===== src/rtl/merge_runs.sv =====
// Two-way merge of sorted runs held in first-word-fall-through FIFOs.
// Emits one element per cycle into a registered, backpressured output slot.
module merge_runs #(
    parameter int DATA_W  = 8,
    parameter int MAX_RUN = 256,
    localparam int CNT_W  = $clog2(MAX_RUN + 1)
) (
    input  logic              clk,
    input  logic              rst,
    input  logic              start,
    input  logic [CNT_W-1:0]  run_len,
    input  logic              descend,
    input  logic [DATA_W-1:0] l_data,
    input  logic [DATA_W-1:0] r_data,
    input  logic              l_empty,
    input  logic              r_empty,
    output logic              l_rd,
    output logic              r_rd,
    output logic [DATA_W-1:0] out_data,
    output logic              out_src,
    output logic              out_valid,
    input  logic              out_ready,
    output logic              busy,
    output logic              done
);

    typedef enum logic [2:0] {
        IDLE,
        MERGE,
        DRAIN_L,
        DRAIN_R,
        FLUSH
    } state_t;

    state_t           state;
    logic [CNT_W-1:0] len;
    logic [CNT_W-1:0] i;
    logic [CNT_W-1:0] j;
    logic             desc;

    logic             slot_free;
    logic             both_ready;
    logic             take_left;
    logic             pop_l;
    logic             pop_r;
    logic [CNT_W-1:0] i_nxt;
    logic [CNT_W-1:0] j_nxt;
    logic [CNT_W:0]   sum_nxt;
    logic [CNT_W:0]   total;
    logic [CNT_W-1:0] len_sat;

    assign slot_free  = !out_valid || out_ready;
    assign both_ready = !l_empty && !r_empty;

    // Ties resolve to the left run so equal keys keep their order.
    assign take_left = desc ? (l_data >= r_data) : (l_data <= r_data);

    always_comb begin
        pop_l = 1'b0;
        pop_r = 1'b0;
        case (state)
            MERGE: begin
                if (both_ready && slot_free) begin
                    pop_l = take_left;
                    pop_r = !take_left;
                end
            end
            DRAIN_L: pop_l = !l_empty && slot_free;
            DRAIN_R: pop_r = !r_empty && slot_free;
            default: begin
                pop_l = 1'b0;
                pop_r = 1'b0;
            end
        endcase
    end

    assign l_rd = pop_l && !rst;
    assign r_rd = pop_r && !rst;
    assign busy = (state != IDLE);

    assign i_nxt   = i + CNT_W'(pop_l);
    assign j_nxt   = j + CNT_W'(pop_r);
    assign sum_nxt = {1'b0, i_nxt} + {1'b0, j_nxt};
    assign total   = {len, 1'b0};

    assign len_sat = (run_len > CNT_W'(MAX_RUN)) ? CNT_W'(MAX_RUN) : run_len;

    always_ff @(posedge clk or posedge rst) begin
        if (rst) begin
            state     <= IDLE;
            len       <= '0;
            i         <= '0;
            j         <= '0;
            desc      <= 1'b0;
            out_data  <= '0;
            out_src   <= 1'b0;
            out_valid <= 1'b0;
            done      <= 1'b0;
        end else begin
            done <= 1'b0;
            i    <= i_nxt;
            j    <= j_nxt;

            if (pop_l || pop_r) begin
                out_data  <= pop_l ? l_data : r_data;
                out_src   <= pop_r;
                out_valid <= 1'b1;
            end else if (out_ready) begin
                out_valid <= 1'b0;
            end

            case (state)
                IDLE: begin
                    if (start) begin
                        len   <= len_sat;
                        desc  <= descend;
                        i     <= '0;
                        j     <= '0;
                        state <= (len_sat == '0) ? FLUSH : MERGE;
                    end
                end
                MERGE, DRAIN_L, DRAIN_R: begin
                    // Completion wins over the drain hand-off.
                    if (sum_nxt == total) begin
                        state <= FLUSH;
                    end else if (i_nxt == len) begin
                        state <= DRAIN_R;
                    end else if (j_nxt == len) begin
                        state <= DRAIN_L;
                    end
                end
                FLUSH: begin
                    if (slot_free) begin
                        done  <= 1'b1;
                        state <= IDLE;
                    end
                end
                default: state <= IDLE;
            endcase
        end
    end

endmodule


===== config.mk =====
export PLATFORM = sky130hd
export DESIGN_NAME = merge_runs
export DESIGN_NICKNAME = d
export VERILOG_FILES = /design/src/rtl/merge_runs.sv
export SDC_FILE = /design/constraint.sdc
export NUM_CORES = 1
export LEC_CHECK = 0
export BUFFER_PORTS_ARGS = -buffer_cell sky130_fd_sc_hd__buf_4
export CELL_PAD_IN_SITES_DETAIL_PLACEMENT = 1
export CELL_PAD_IN_SITES_GLOBAL_PLACEMENT = 1
export CORE_UTILIZATION = 47
export CTS_BUF_LIST = sky130_fd_sc_hd__clkbuf_16
export DETAILED_ROUTE_END_ITERATION = 8
export PLACE_DENSITY_LB_ADDON = 0.1
export SYNTH_ARGS = -nofsm -noshare
export SYNTH_HDL_FRONTEND = slang
export SYNTH_SLANG_ARGS = --single-unit
export TNS_END_PERCENT = 1

===== constraint.sdc =====
create_clock -name clk -period 7.22 [get_ports clk]
set_clock_uncertainty 0.15 [all_clocks]
set_input_delay 0.722 -clock clk [delete_from_list [all_inputs] [get_ports clk]]
set_output_delay 0.722 -clock clk [all_outputs]
set_load 0.02 [all_outputs]

* Yosys cells after proc, flatten, opt, wreduce, memory -nomap -nowiden
Index checks and enable logic that the tools add are counted.
** Word-level totals
- Output and inout bits :: 14
- Bits in registers :: 42
** Operators by class
- Reductions and logical operators :: 20
- Add/sub/neg operators :: 3
- Magnitude comparators :: 3
- Equality and inequality tests :: 10
- Multiplexer cells :: 22
** Operators with widths (count)
- 9-bit two-way mux :: 5
- 9-bit by 1-bit adder with 9-bit output :: 2
- 9-bit equality test :: 2
- 3-bit two-way mux :: 6
- 9-bit by 9-bit adder with 10-bit output :: 1
- 10-bit equality test :: 1
- 9-bit greater-than comparator, second input constant :: 1
- 9-bit zero test :: 1
- 3-bit one-hot mux with 3 select lines :: 1
- 8-bit greater-or-equal comparator :: 1
- 8-bit less-or-equal comparator :: 1
- 8-bit two-way mux :: 1
- 1-bit two-way mux :: 7
- 3-bit by 2-bit equality test with 1-bit output, second input constant :: 2
- 1-bit logical AND :: 6
- 1-bit zero test :: 5
- 2-bit inequality test, second input constant :: 2
- 4-bit inequality test, second input constant :: 1
- 1-bit one-hot mux with 2 select lines :: 2
- 3-bit by 1-bit equality test with 1-bit output, second input constant :: 1
- 3-bit equality test, second input constant :: 1
- 3-bit zero test :: 1
- 3-bit AND reduction :: 1
- 3-bit nonzero test :: 1
- other kinds (4) :: 5

* Depth between registers and ports, before layout
- Word-level depth :: 11
- Gate-level depth with buffers :: 27

* Worst setup path after synthesis
No wires, ideal clock.
- Kind :: input-to-reg
- Start point :: input port r_data[1]
- End point :: register state[2]
- Cell stages on the path :: 27
- Setup time :: 0.080 ns
- Data arrival time :: 5.394 ns
- Path buffers :: 1
- Path slack :: 1.595 ns
- Path through :: inv_1 ha_1 nor2b_1 o21a_1 o21a_1 o21ai_0 a21oi_1 xnor2_1 o31ai_1 and4b_1 clkbuf_1 ha_1 ha_1 nand2_1 or3_1 and2_1 inv_1 ha_1 xnor2_1 nor2_1 o21a_1 nor3_1 o2111ai_1 nor4_1 nand4_1 or3_1 o211ai_2
** Between the ends
- Longest elaborated chain between the ends :: 10
- Elaborated cells between the ends (all ways) :: 19
- Those cells by class :: 3 x add/sub; 2 x order compare; 4 x eq/ne; 8 x mux; 2 x reduce/logical
** Ends and longest elaborated chain
- from (decl) :: line 14 : input logic [DATA_W-1:0] r_data,
- 8-bit less-or-equal comparator / 8-bit greater-or-equal comparator (equally long branches) :: line 56 : assign take_left = desc ? (l_data >= r_data) : (l_data <= r_data);
- 1-bit two-way mux (*) :: line 56
- 1-bit zero test (*) :: line 65 : pop_r = !take_left;
- 1-bit two-way mux (*) :: line 63 : if (both_ready && slot_free) begin
- 1-bit one-hot mux with 2 select lines (*) :: line 61 : case (state)
- named net pop_r :: line 45 : logic pop_r;
- 9-bit by 1-bit adder with 9-bit output (*) :: line 82 : assign j_nxt = j + CNT_W'(pop_r);
- 9-bit by 9-bit adder with 10-bit output :: line 83 : assign sum_nxt = {1'b0, i_nxt} + {1'b0, j_nxt};
- 10-bit equality test :: line 124 : if (sum_nxt == total) begin
- 4-bit inequality test (no line) / 3-bit two-way mux (equally long branches)
- 3-bit AND reduction (no line) / 3-bit one-hot mux with 3 select lines (equally long branches)
- to (signal assigned) :: line 119 : state <= (len_sat == '0) ? FLUSH : MERGE;
- to (decl) :: line 35 : state_t state;
Mark *: on every way through the listed nets, which the timed path passes. The rest lies on a longest branch.
A chain may end at the register's enable or synchronous reset.

* Final worst setup path
- Start point :: input port l_data[1]
- End point :: register state[2]
** Between the ends
- Longest elaborated chain between the ends :: 10
- Elaborated cells between the ends (all ways) :: 19
- Those cells by class :: 3 x add/sub; 2 x order compare; 4 x eq/ne; 8 x mux; 2 x reduce/logical
** Ends and longest elaborated chain
- from (decl) :: line 13 : input logic [DATA_W-1:0] l_data,
- 8-bit less-or-equal comparator / 8-bit greater-or-equal comparator (equally long branches) :: line 56
- 1-bit two-way mux (*) :: line 56
- 1-bit zero test :: line 65
- 1-bit two-way mux :: line 63
- 1-bit one-hot mux with 2 select lines :: line 61
- 9-bit by 1-bit adder with 9-bit output :: line 82
- 9-bit by 9-bit adder with 10-bit output :: line 83
- 10-bit equality test :: line 124
- 4-bit inequality test (no line) / 3-bit two-way mux (equally long branches)
- 3-bit AND reduction (no line) / 3-bit one-hot mux with 3 select lines (equally long branches)
Every way passes the cells marked *; elsewhere a longest branch is shown, timed or not.

==> results.py <==
metrics = {
    "outcome": {
        "status": "completed",
    },
    "floorplanning": {
        "fp.dieH_um": 83.7,
        "die_w_um": 83.7,
        "die_area_um2": 7000,
        "io_pins": 46,
        "rows": 29,
        "core-area_um2": 6390,
        "start_util": 0.491,
    },
    "pwr": {
        "ir_drop_uv": 223,
        "power_w": 0.00140,
        "power.density_nw_per_um2": 377,
        "p_leak_nw": 1.76,
    },
    "route": {
        "detail_route.wirelength_um": 9080,
        "wl_per_cell_um": 19.2,
        "ant_nets": 0,
        "vias_per_cell": 5.95,
        "drc_errors": 0,
        "route.vias.total": 2819,
        "firstDrtPassIters": 4,
        "drtIter0Drc": 217,
    },
    "clocking": {
        "holdBufCountCts": 0,
        "clk_pin_slew_ps": 60,
        "clk-insertion-delay-late_ps": 290,
        "cts_resized": 0,
        "clock_sinks": 42,
        "htree_levels": 2,
        "clk_path_buf_depth": 2,
        "postCtsSetupBuffers": 0,
        "numCtsBuffers": 5,
        "cts_tree": "done",
        "root_buffer": "clkbuf_16",
    },
    "timing": {
        "min_period_ps": 6330,
        "final_hold_viol_count": 0,
        "period_share": 0.877,
        "tightest_slew_ps": 1220,
        "setup_violations": 0,
        "slew_headroom": 0.183,
        "fmax_mhz": 158,
        "rsz0062_at_grt": "no",
        "report.final.slew_viol_count": 0,
        "tns_ps": 0,
        "fin_ws_ps": 890,
    },
    "logic_synthesis": {
        "syn_nets": 406,
        "synth_edf_count": 0,
        "ys_ff_latch": 42,
        "synth_flop_cell": "dfrtp_1",
        "synth_area_per_cell_um2": 8.83,
        "ys_seq_area_frac": 0.335,
        "synth.distinct_cells": 59,
        "synth_cells": 355,
        "ys_warn_count": 0,
        "synth_area_um2": 3130,
        "async_flop_share": 1.00,
    },
    "worst_setup_path": {
        "timing.rr.end": "state[2]",
        "r2r_cells": 19,
        "cp-endpoint": "state[2]",
        "cp.required_ps": 7290,
        "arrival_ps": 6400,
        "crit_fanout": 11,
        "crit_path_start": "l_data[1]",
        "cp-start-kind": "primary input",
        "crit_type": "in -> reg",
        "r2r_slack_ps": 2070,
        "r2r-start": "desc",
        "cp-end-kind": "register",
    },
    "worst_hold_path": {
        "hold_class": "reg -> reg",
    },
    "placed_design": {
        "dp.cells": 466,
        "gp_congestion": 0.897,
        "detailed_place_hpwl_um": 6880,
        "portBuffers": 45,
        "pre_cts_ws_ps": 763,
    },
    "global_route": {
        "grt_pass1_vias": 2957,
        "grt-ovfl-total": 0,
        "grt_max_degree": 45,
        "grt_pass1_wl_um": 15100,
        "track_usage": 0.276,
        "antenna_found_initial": 0,
    },
    "final_layout": {
        "antenna_cells": 0,
        "drive_gt1_frac": 0.161,
        "fin_cells": 474,
        "area.growth.synth_to_final_pct": 18.3,
        "fin_nets": 447,
        "nFillCells": 758,
    },
    "flow_run": {
        "cap_viol_max_count": 0,
    },
}
[worst min path at each step]
stage	startpoint	endpoint	slack, ps	cells past startpoint
finish	out_src	out_src	380	2
global route	out_src	out_src	410	2
CTS	out_src	out_src	390	2
detailed placement	out_src	out_src	380	2
global placement	out_src	out_src	370	2
floorplan	desc	desc	320	2
[where the power goes]
| part | switching, W | total, W | internal (W) |
|---|---|---|---|
| Clock | 0.0000984 | 0.000297 | 0.000199 |
| Sequential | 0.000100 | 0.000412 | 0.000312 |
| Combinational | 0.000373 | 0.000688 | 0.000315 |
[routing by layer]
layer | routed length, µm | part of all wire | track usage
met1 | 4050 | 0.45 | 0.363
met4 | 130 | 0.014 | 0.0709
met5 | 0 | 0 | 0
met2 | 4510 | 0.50 | 0.475
met3 | 391 | 0.043 | 0.0386
[per-stage QoR]
step / util / instance area (µm²) / hold slack (ps)
floorplan: - / 3130 / 317
global placement: 0.550 / 3510 / 370
detailed placement: 0.550 / 3510 / 378
CTS: 0.581 / 3710 / 388
global route: 0.581 / 3710 / 414
finish: 0.581 / 3710 / 383
[cells by family after synthesis]
kind of cell	Yosys count	share of synthesized area
DFF	42	0.335
and+or+nand+nor	151	0.247
xor gates and xnor gates	42	0.124
buffers and inverters	31	0.0455
muxes	2	0.00639
AOI/OAI and AO/OA	64	0.149
adders and majority gates	23	0.0922
[area by class of cell]
| type | instances | area, µm² | share of cell area |
|---|---|---|---|
| clock buffers | 5 | 125 | 0.0337 |
| clock inverters | 3 | 68.8 | 0.0186 |
| inverters | 18 | 67.6 | 0.0182 |
| multi-input cells | 282 | 1950 | 0.525 |
| flip-flops and latches | 42 | 1050 | 0.283 |
| well taps | 77 | 96.3 | 0.0260 |
| repair buffers | 47 | 353 | 0.0951 |
[sequential cells by signal, summed over array words and instances, names as in the netlist]
register and flops:
desc 1, out_data 8, j 9, i 9, out_src 1, state 3, done 1, len 9
out_valid 1
[layout by cell type, fill, tap and decap left out, types with 5 or more instances in the layout]
cell type and count:
a21oi_1 11, xor2_1 18, clkbuf_16 5, nor3_1 10
o21ai_0 11, nand4_1 5, xnor2_1 22, buf_4 47
ha_1 18, a221o_1 8, dfrtp_1 42, o21a_1 5
nand2_1 38, nand3b_1 8, nor2b_1 13, nor2_1 32
nand3_1 10, inv_1 17, and2_1 15
[cells in the mapped netlist (all sizes together) (2+ instances only)]
cell | number | share of area
nor3b | 2 | 0.0048
a21oi | 11 | 0.018
mux2i | 2 | 0.0064
dfrtp | 42 | 0.34
o31ai | 2 | 0.0048
nand4 | 5 | 0.010
o21a | 5 | 0.012
o311ai | 2 | 0.0056
nor2 | 32 | 0.038
nand3b | 8 | 0.019
nand2b | 3 | 0.0060
o22ai | 2 | 0.0040
or3 | 3 | 0.0060
o211ai | 4 | 0.011
or2b | 3 | 0.0076
nor4 | 3 | 0.0060
o21ai | 12 | 0.019
maj3 | 4 | 0.014
nor3 | 10 | 0.016
and2 | 15 | 0.030
buf | 6 | 0.013
ha | 18 | 0.072
clkbuf | 6 | 0.0072
inv | 18 | 0.022
nand2 | 38 | 0.046
o2111ai | 2 | 0.0056
xor2 | 18 | 0.050
xnor2 | 23 | 0.067
nor2b | 13 | 0.026
a21o | 2 | 0.0048
a311oi | 2 | 0.0056
a22o | 2 | 0.0056
nand3 | 10 | 0.016
a221o | 8 | 0.026
a211o | 2 | 0.0060
a2111oi | 2 | 0.0056
[critical path: stages]
cell and delay, ps:
buf_4 120, ha_1 300, nor2b_1 140, o21a_1 160, o21a_1 170, o21ai_0 190
a21oi_1 110, xnor2_1 170, o31ai_1 210, and4b_1 530, ha_1 280, ha_1 270
nand2_1 150, or3_1 410, and2_1 220, inv_1 80, ha_1 250, xnor2_1 260
nor2_1 120, o21a_1 200, nor3_1 210, o2111ai_1 150, nor4_1 300, nand4_1 250
or3_1 380, o211ai_2 60
Power figures use the tool's default switching activity.
